## config.mk

```make
export PLATFORM = sky130hd
export DESIGN_NAME = instr_fetch_queue
export DESIGN_NICKNAME = d
export VERILOG_FILES = /design/src/rtl/instr_fetch_queue.sv
export SDC_FILE = /design/constraint.sdc
export NUM_CORES = 1
export LEC_CHECK = 0
export BUFFER_PORTS_ARGS = -buffer_cell sky130_fd_sc_hd__clkbuf_2
export CORE_MARGIN = 2
export CORE_UTILIZATION = 55
export DETAILED_ROUTE_END_ITERATION = 8
export PLACE_DENSITY = 0.76
export SYNTH_ARGS = -nofsm -noshare
export SYNTH_HDL_FRONTEND = slang
export SYNTH_SLANG_ARGS = --single-unit
```

## constraint.sdc

```tcl
create_clock -name clk_in -period 2.3 [get_ports clk_in]
set_input_delay 0.46 -clock clk_in [delete_from_list [all_inputs] [get_ports clk_in]]
set_output_delay 0.46 -clock clk_in [all_outputs]
set_load 0.01 [all_outputs]
```

## src/rtl/instr_fetch_queue.sv

```systemverilog
// Fetch stage: one outstanding I-cache request, small PC/word FIFO toward the decoder.
// Optional PREDECODE_JAL_EN redirects fetch to the target of a fetched JAL.
module instr_fetch_queue #(
  parameter logic [31:0] RESET_PC    = 32'h0000_0000,
  parameter int          QUEUE_WIDTH = 2,
  parameter int          QUEUE_DEPTH = 4
) (
  input  logic        clk_in,
  input  logic        rst_in,
  input  logic        rdy_in,
  input  logic        clear,
  input  logic [31:0] clear_pc,
  output logic        icache_req,
  output logic [31:0] icache_addr,
  input  logic        icache_valid,
  input  logic [31:0] icache_data,
  input  logic        dec_ready,
  output logic        to_dec,
  output logic [31:0] to_dec_pc,
  output logic [31:0] to_dec_inst
);

  typedef enum logic [1:0] {IDLE, WAIT, DROP} state_t;

  localparam logic [QUEUE_WIDTH:0] DEPTH_C = (QUEUE_WIDTH + 1)'(QUEUE_DEPTH);

  state_t                 state, state_nxt;
  logic [31:0]            fetch_pc, fetch_pc_nxt;
  logic [QUEUE_WIDTH-1:0] head, tail;
  logic [QUEUE_WIDTH:0]   count;
  logic [31:0]            pc_q   [QUEUE_DEPTH];
  logic [31:0]            inst_q [QUEUE_DEPTH];
  logic                   issue, push, pop;

`ifdef PREDECODE_JAL_EN
  // J-type immediate, bits [31:12] of the instruction word.
  function automatic logic signed [31:0] jal_offset(input logic [31:12] hi);
    logic signed [31:0] off;
    off = {{11{hi[31]}}, hi[31], hi[19:12], hi[20], hi[30:21], 1'b0};
    return off;
  endfunction
`endif

  always_comb begin
    state_nxt    = state;
    fetch_pc_nxt = fetch_pc;
    issue        = 1'b0;
    push         = 1'b0;
    pop          = 1'b0;
    if (rdy_in) begin
      if (clear) begin
        fetch_pc_nxt = clear_pc;
        // A response still owed by the cache must be swallowed in DROP.
        if (state == IDLE) state_nxt = IDLE;
        else               state_nxt = icache_valid ? IDLE : DROP;
      end else begin
        pop = (count != '0) && dec_ready;
        case (state)
          IDLE: if (count < DEPTH_C) begin
            issue     = 1'b1;
            state_nxt = WAIT;
          end
          WAIT: if (icache_valid) begin
            push      = 1'b1;
            state_nxt = IDLE;
`ifdef PREDECODE_JAL_EN
            if (icache_data[6:0] == 7'b1101111)
              fetch_pc_nxt = fetch_pc + 32'(jal_offset(icache_data[31:12]));
            else
              fetch_pc_nxt = fetch_pc + 32'd4;
`else
            fetch_pc_nxt = fetch_pc + 32'd4;
`endif
          end
          DROP: if (icache_valid) state_nxt = IDLE;
          default: state_nxt = IDLE;
        endcase
      end
    end
  end

  assign icache_req  = rst_in && issue;
  assign icache_addr = icache_req ? fetch_pc : 32'h0;
  assign to_dec      = (count != '0);
  assign to_dec_pc   = pc_q[head];
  assign to_dec_inst = inst_q[head];

  always_ff @(posedge clk_in or negedge rst_in) begin
    if (!rst_in) begin
      state    <= IDLE;
      fetch_pc <= RESET_PC;
      head     <= '0;
      tail     <= '0;
      count    <= '0;
      for (int i = 0; i < QUEUE_DEPTH; i++) begin
        pc_q[i]   <= 32'h0;
        inst_q[i] <= 32'h0;
      end
    end else begin
      state    <= state_nxt;
      fetch_pc <= fetch_pc_nxt;
      if (rdy_in && clear) begin
        head  <= '0;
        tail  <= '0;
        count <= '0;
      end else begin
        if (push) begin
          pc_q[tail]   <= fetch_pc;
          inst_q[tail] <= icache_data;
          tail         <= tail + 1'b1;
        end
        if (pop) head <= head + 1'b1;
        case ({push, pop})
          2'b10:   count <= count + 1'b1;
          2'b01:   count <= count - 1'b1;
          default: count <= count;
        endcase
      end
    end
  end

endmodule

```

# Word level (Yosys, flattened, before mapping)
# Index checks and enable logic that the tools add are counted.
[word_totals] register_bits=297 out_inout_bits=98 in_bits=70 elab_cells=82
[op_classes] n_addsub=5 muxes=36 n_reduce_logical=15 eq_ne=6 n_bitwise=3 magnitude_cmp=4
[op_table] cell="2-to-1 mux 32 bit" count=9
[op_table] cell="bitwise mux 128 bit" count=2
[op_table] cell="binary-select mux 32 bit (select 2 bit)" count=2
[op_table] cell="demux 32 bit (select 2 bit)" count=1
[op_table] cell="adder 32 x 3 -> 32 bit, second input constant" count=1
[op_table] cell="2-to-1 mux 2 bit" count=9
[op_table] cell="2-to-1 mux 1 bit" count=10
[op_table] cell="nonzero test 2 bit" count=4
[op_table] cell=">= comparator 3 bit, second input constant" count=2
[op_table] cell="NOT 2 -> 3 bit" count=2
[op_table] cell="case mux 3 bit (2 select lines)" count=1
[op_table] cell="AND reduction 3 bit" count=2
[op_table] cell="nonzero test 3 bit" count=2
[op_table] cell="adder 2 x 1 -> 2 bit, second input constant" count=2
[op_table] cell="== test 2 x 1 -> 1 bit, second input constant" count=2
[op_table] cell="== test 2 bit, second input constant" count=2
[op_table] cell="logical AND 1 bit" count=4
[op_table] cell="case mux 2 bit (2 select lines)" count=1
[op_table] cell="adder 3 x 1 -> 3 bit, second input constant" count=1
[op_table] cell="less-than comparator 3 x 1 -> 1 bit, second input constant" count=1
[op_table] cell="less-than comparator 3 bit, second input constant" count=1
[op_table] cell="2-to-1 mux 3 bit" count=1
[op_table] cell="!= test 3 x 1 -> 1 bit, second input constant" count=1
[op_table] cell="!= test 3 x 2 -> 1 bit, second input constant" count=1
[op_table] cell="5 further kinds" count=5

# Depth between registers and ports, before layout
[depth] depth_word=7 depth_mapped=11 ltp_nobuf=10

# Worst setup path before layout
# No wires, ideal clock.
[synth_timing] path_kind="input-to-output" start="input port rdy_in" end="output port icache_addr[11]" path_buffers=4 stages=7 path_slack_ns=0.189 t_arrival_ns=1.651 t_required_ns=1.840 path_cell_list="buf_2 -> nand2b_1 -> buf_2 -> nor3_1 -> clkbuf_1 -> clkbuf_1 -> and2_1"
[synth_between] elab_chain_len=3
[synth_lines] element="start, declared" line_no="10" rtl="input logic rdy_in,"
[synth_lines] element="2-to-1 mux 1 bit" line_no="50" rtl="if (rdy_in) begin"
[synth_lines] element="logical AND 1 bit" line_no="82" rtl="assign icache_req = rst_in && issue;"
[synth_lines] element="2-to-1 mux 32 bit" line_no="83" rtl="assign icache_addr = icache_req ? fetch_pc : 32'h0;"
[synth_lines] element="end, declared" line_no="14" rtl="output logic [31:0] icache_addr,"
# No other way between the ends.

# Worst setup path in the final report
[layout_timing] start="register head[0]" end="output port to_dec_pc[17]"
[layout_between] elab_chain_len=4
[layout_lines] element="start, declared" line_no="29" rtl="logic [QUEUE_WIDTH-1:0] head, tail;"
[layout_lines] element="start signal, assigned" line_no="112" rtl="if (pop) head <= head + 1'b1;"
[layout_lines] element="NOT 2 -> 3 bit (not written as such)" line_no="85" rtl="assign to_dec_pc = pc_q[head];"
[layout_lines] element="binary-select mux 32 bit (select 2 bit)" line_no="85"
[layout_lines] element="2-to-1 mux 32 bit (not written as such) (2 in a row)" line_no="85"
[layout_lines] element="end, declared" line_no="19" rtl="output logic [31:0] to_dec_pc,"
# No other way between the ends. The select of a mux whose other input is x is not followed.

==> summary.md <==
| Metric | Value |
|---|---|
| Leakage | `8.36 nW` |
| Fin crit period | `about 2400 ps` |
| Design area | `0.0173 mm^2` |
| Filler instances | `1756` |
| Cells after DPL | `1489` |
| Wire per inst | `21.7 um` |
| Buffers and inverters on the worst path | `3` |
| Post-Route WL | `34100 um` |
| Final setup fails | `87` |
| Power, Total | `20.6 mW` |
| Cell Pwr Density | `around 1200 mW/mm^2` |
| Initial Utilization | `55.5%` |
| Setup tns final | `-5190 ps` |
| Synthesized area | `0.0139 mm^2` |
| Fin crit share | `104%` |
| Antenna diode count | `0` |
| Core Box Area | `0.0250 mm^2` |
| CP max stage cell | `mux4_2` |
| Die width | `~160 um` |
| Vert. Die Dim | `about 160 um` |
| Max_slew headroom | `a little over a third` |
| Starting DRC count in detailed routing | `740` |
| Clock Tree Buf Depth | `3` |
| Synth area leaders | `dfrtp_1 (54%), mux2_2 (20%), mux4_2 (10%)` |
| Pre-CTS WS | `193 ps` |
| Post-DP Area | `0.0155 mm^2` |
| Post-synthesis register bit count | `297` |
| Final Worst Setup Slack | `-98.2 ps` |
| Slew Viols, Final | `0` |
| CP startpoint | `head[0]$_DFFE_PN0P_` |
| Avg Cell Area, Syn | `~14 um^2` |
| Initial antenna violation count | `0` |
| I/O Pins | `~170` |
| DR vias | `9390` |
| Nets@finish | `1295` |
| Remaining DRCs | `0` |
| Prevailing post-synth register cell | `dfrtp_1` |
| Crit-path max cell delay | `510 ps` |
| Status | `complete, but fails checks` |
| CP startpoint kind | `flip-flop` |
| Highest net fanout along the worst path | `8` |
| Initial DRT Pass Iterations | `6` |
| Kind of critical path | `reg -> out` |
| Reg-to-reg startpoint | `state[1]$_DFFE_PN0P_` |
| Clk slew on worst S/H paths | `60 ps` |
| Area of the die | `between 0.02 and 0.03 mm^2` |
| Hold Slack | `80.4 ps` |
| First-pass GRT wire length | `53400 um` |
| Max_cap viols | `0` |
| Critical path endpoint category | `output pin` |
| Setup clock skew after layout | `12.5 ps` |
| Largest net degree at the start of global routing | `169` |
| Num CTS Buffers | `34` |
| Worst-margin pin slew | `between 900 and 1000 ps` |
| Vias in the first global route | `9711` |
| Yosys top cell by area | `dfrtp_1` |
| HP Class | `in -> async` |
| Synth unique cells | `51` |
| Max Clock Freq | `between 400 and 500 MHz` |
| CTS tree | `done` |
| VDD IR max | `0.739 mV` |
| Input/output buffers | `167` |
| DP Wirelength | `20900 um` |
| Vias per cell | `5.98` |
| Total GRT Usage | `26.0%` |
| Row count | `58` |
| Post-DRT Antenna Nets | `0` |
| Syn. warnings | `0` |
| Htree depth | `2` |
| CP Data Required Time | `approximately 1800 ps` |
| Ys async rst share | `100%` |
| Mapped Cells | `1012` |
| CP top delay family | `multiplexers` |
| RSZ-0062 raised after global routing | `yes` |
| R2r setup slk | `150 ps` |
| Global route overflow | `0` |
| Layout Utilization | `between 60% and 70%` |
| Crit path DAT | `1940 ps` |
| Clk Latency, worst-skew pair | `approximately 500 ps` |
| Crit-path cells | `buf_12 -> clkbuf_16 -> mux4_2 -> clkbuf_2` |
| Synth top area share | `53.6%` |
| Final Hold Fails | `0` |
| Post-route non-filler standard cell count | `1569` |
| Share of cells above drive strength 1 | `53.3%` |
| Clock net sink count | `297` |
| Sequential share of the synthesized area | `53.6%` |
| Failing checks | `negative setup slack` |
| EDFF count, synth | `0` |
| Final Wtd Congestion | `0.877` |
| Synth-to-Final Area Change | `24.8%` |
| Syn nets | `1090` |
| Root Buffer | `clkbuf_16` |
power by group:
part           total (mW)  switching (mW)  internal, mW
Sequential           7.71           0.916          6.79
Clock                5.62            2.10          3.51
Combinational        7.28            3.20          4.08
flip-flops by register name, indices dropped and copies added (netlist names):
register and count:
head 2, state 2, inst_q 128, pc_q 128, tail 2, fetch_pc 32, count 3
cell families (layout without fill, tap and decap cells):
kind of cell,after synthesis,after routing,share of synthesized area (%)
mux,313,313,30.6
flops,297,297,53.6
simple gates,170,170,6.48
compound gates,120,120,5.32
buf+inv,99,326,2.95
fa+ha+maj,8,8,0.776
xor+xnor,5,5,0.316
final cells by class:
cell class / instances / area (um^2) / area share (%)
inverters: 16 / 60.1 / 0.347
multi-input cells: 616 / 6180 / 35.7
well taps: 330 / 413 / 2.39
repair buffers: 252 / 2020 / 11.7
clock inverters: 6 / 85.1 / 0.492
flip-flops and latches: 297 / 7440 / 43.0
clock buffers: 52 / 1100 / 6.37
cell usage in the layout, fill, tap and decap left out, drive strengths merged, types with 4 or more instances in the layout:
cell,synthesis,routed
nand2,61,61
clkbuf,36,189
nor4,10,10
o21ai,42,42
o22ai,18,18
buf,47,114
ha,7,7
nand3,15,15
a21oi,23,23
dfrtp,297,297
nor3,9,9
mux2,241,241
and2,31,31
inv,15,15
a22oi,7,7
a22o,4,4
nor2,17,17
mux4,64,64
mux2i,8,8
nand4,13,13
and3,6,6
path summary, 6_finish.rpt:
| path | endpoint | depth (start not counted) |
|---|---|---|
| min | pc_q[36]$_DFFE_PN0P_ | 2 |
| min in group clk_in | fetch_pc[0]$_DFFE_PN0P_ | 3 |
| max reg2reg | fetch_pc[25]$_DFFE_PN0P_ | 7 |
| min reg2reg | pc_q[94]$_DFFE_PN0P_ | 2 |
| max | to_dec_pc[17] | 4 |
| max in group asynchronous | pc_q[126]$_DFFE_PN0P_ | 4 |
timing repair:
item                                    4_1_cts  5_1_grt
hold endpoints to repair                     15        0
pin swaps                                     7        5
hold buffers                                  1        0
endpoints found under the setup margin       97      117
gates resized for setup                      37       84
gates cloned                                  5        2
buffers inserted                             13        4
cell usage after synthesis, types with 3 or more instances:
| master | number |
|---|---|
| a21oi_1 | 23 |
| mux2_2 | 241 |
| and2_1 | 28 |
| nand2_1 | 61 |
| ha_1 | 7 |
| mux4_2 | 64 |
| nand3_1 | 15 |
| mux2i_1 | 8 |
| o21ai_0 | 41 |
| xor2_1 | 3 |
| nand4_1 | 12 |
| buf_2 | 30 |
| a31oi_1 | 3 |
| and2_2 | 3 |
| dfrtp_1 | 297 |
| a311oi_1 | 3 |
| nor3_1 | 9 |
| nor2_1 | 16 |
| buf_1 | 17 |
| clkbuf_1 | 36 |
| o31ai_1 | 3 |
| o22ai_1 | 18 |
| nor4_1 | 7 |
| a22oi_1 | 7 |
| a22o_1 | 4 |
| and3_1 | 6 |
| inv_1 | 15 |
per-layer routing:
layer / part of all wire (%) / global-route usage (%) / vias to the layer above
met5: 0 / 0 / -
met2: 47 / 40.4 / 369
met3: 7.5 / 6.04 / 59
met4: 2.1 / 8.85 / 0
li1: - / - / 4128
met1: 43 / 36.4 / 4834
Note: power is estimated with default switching activity, not from simulation.
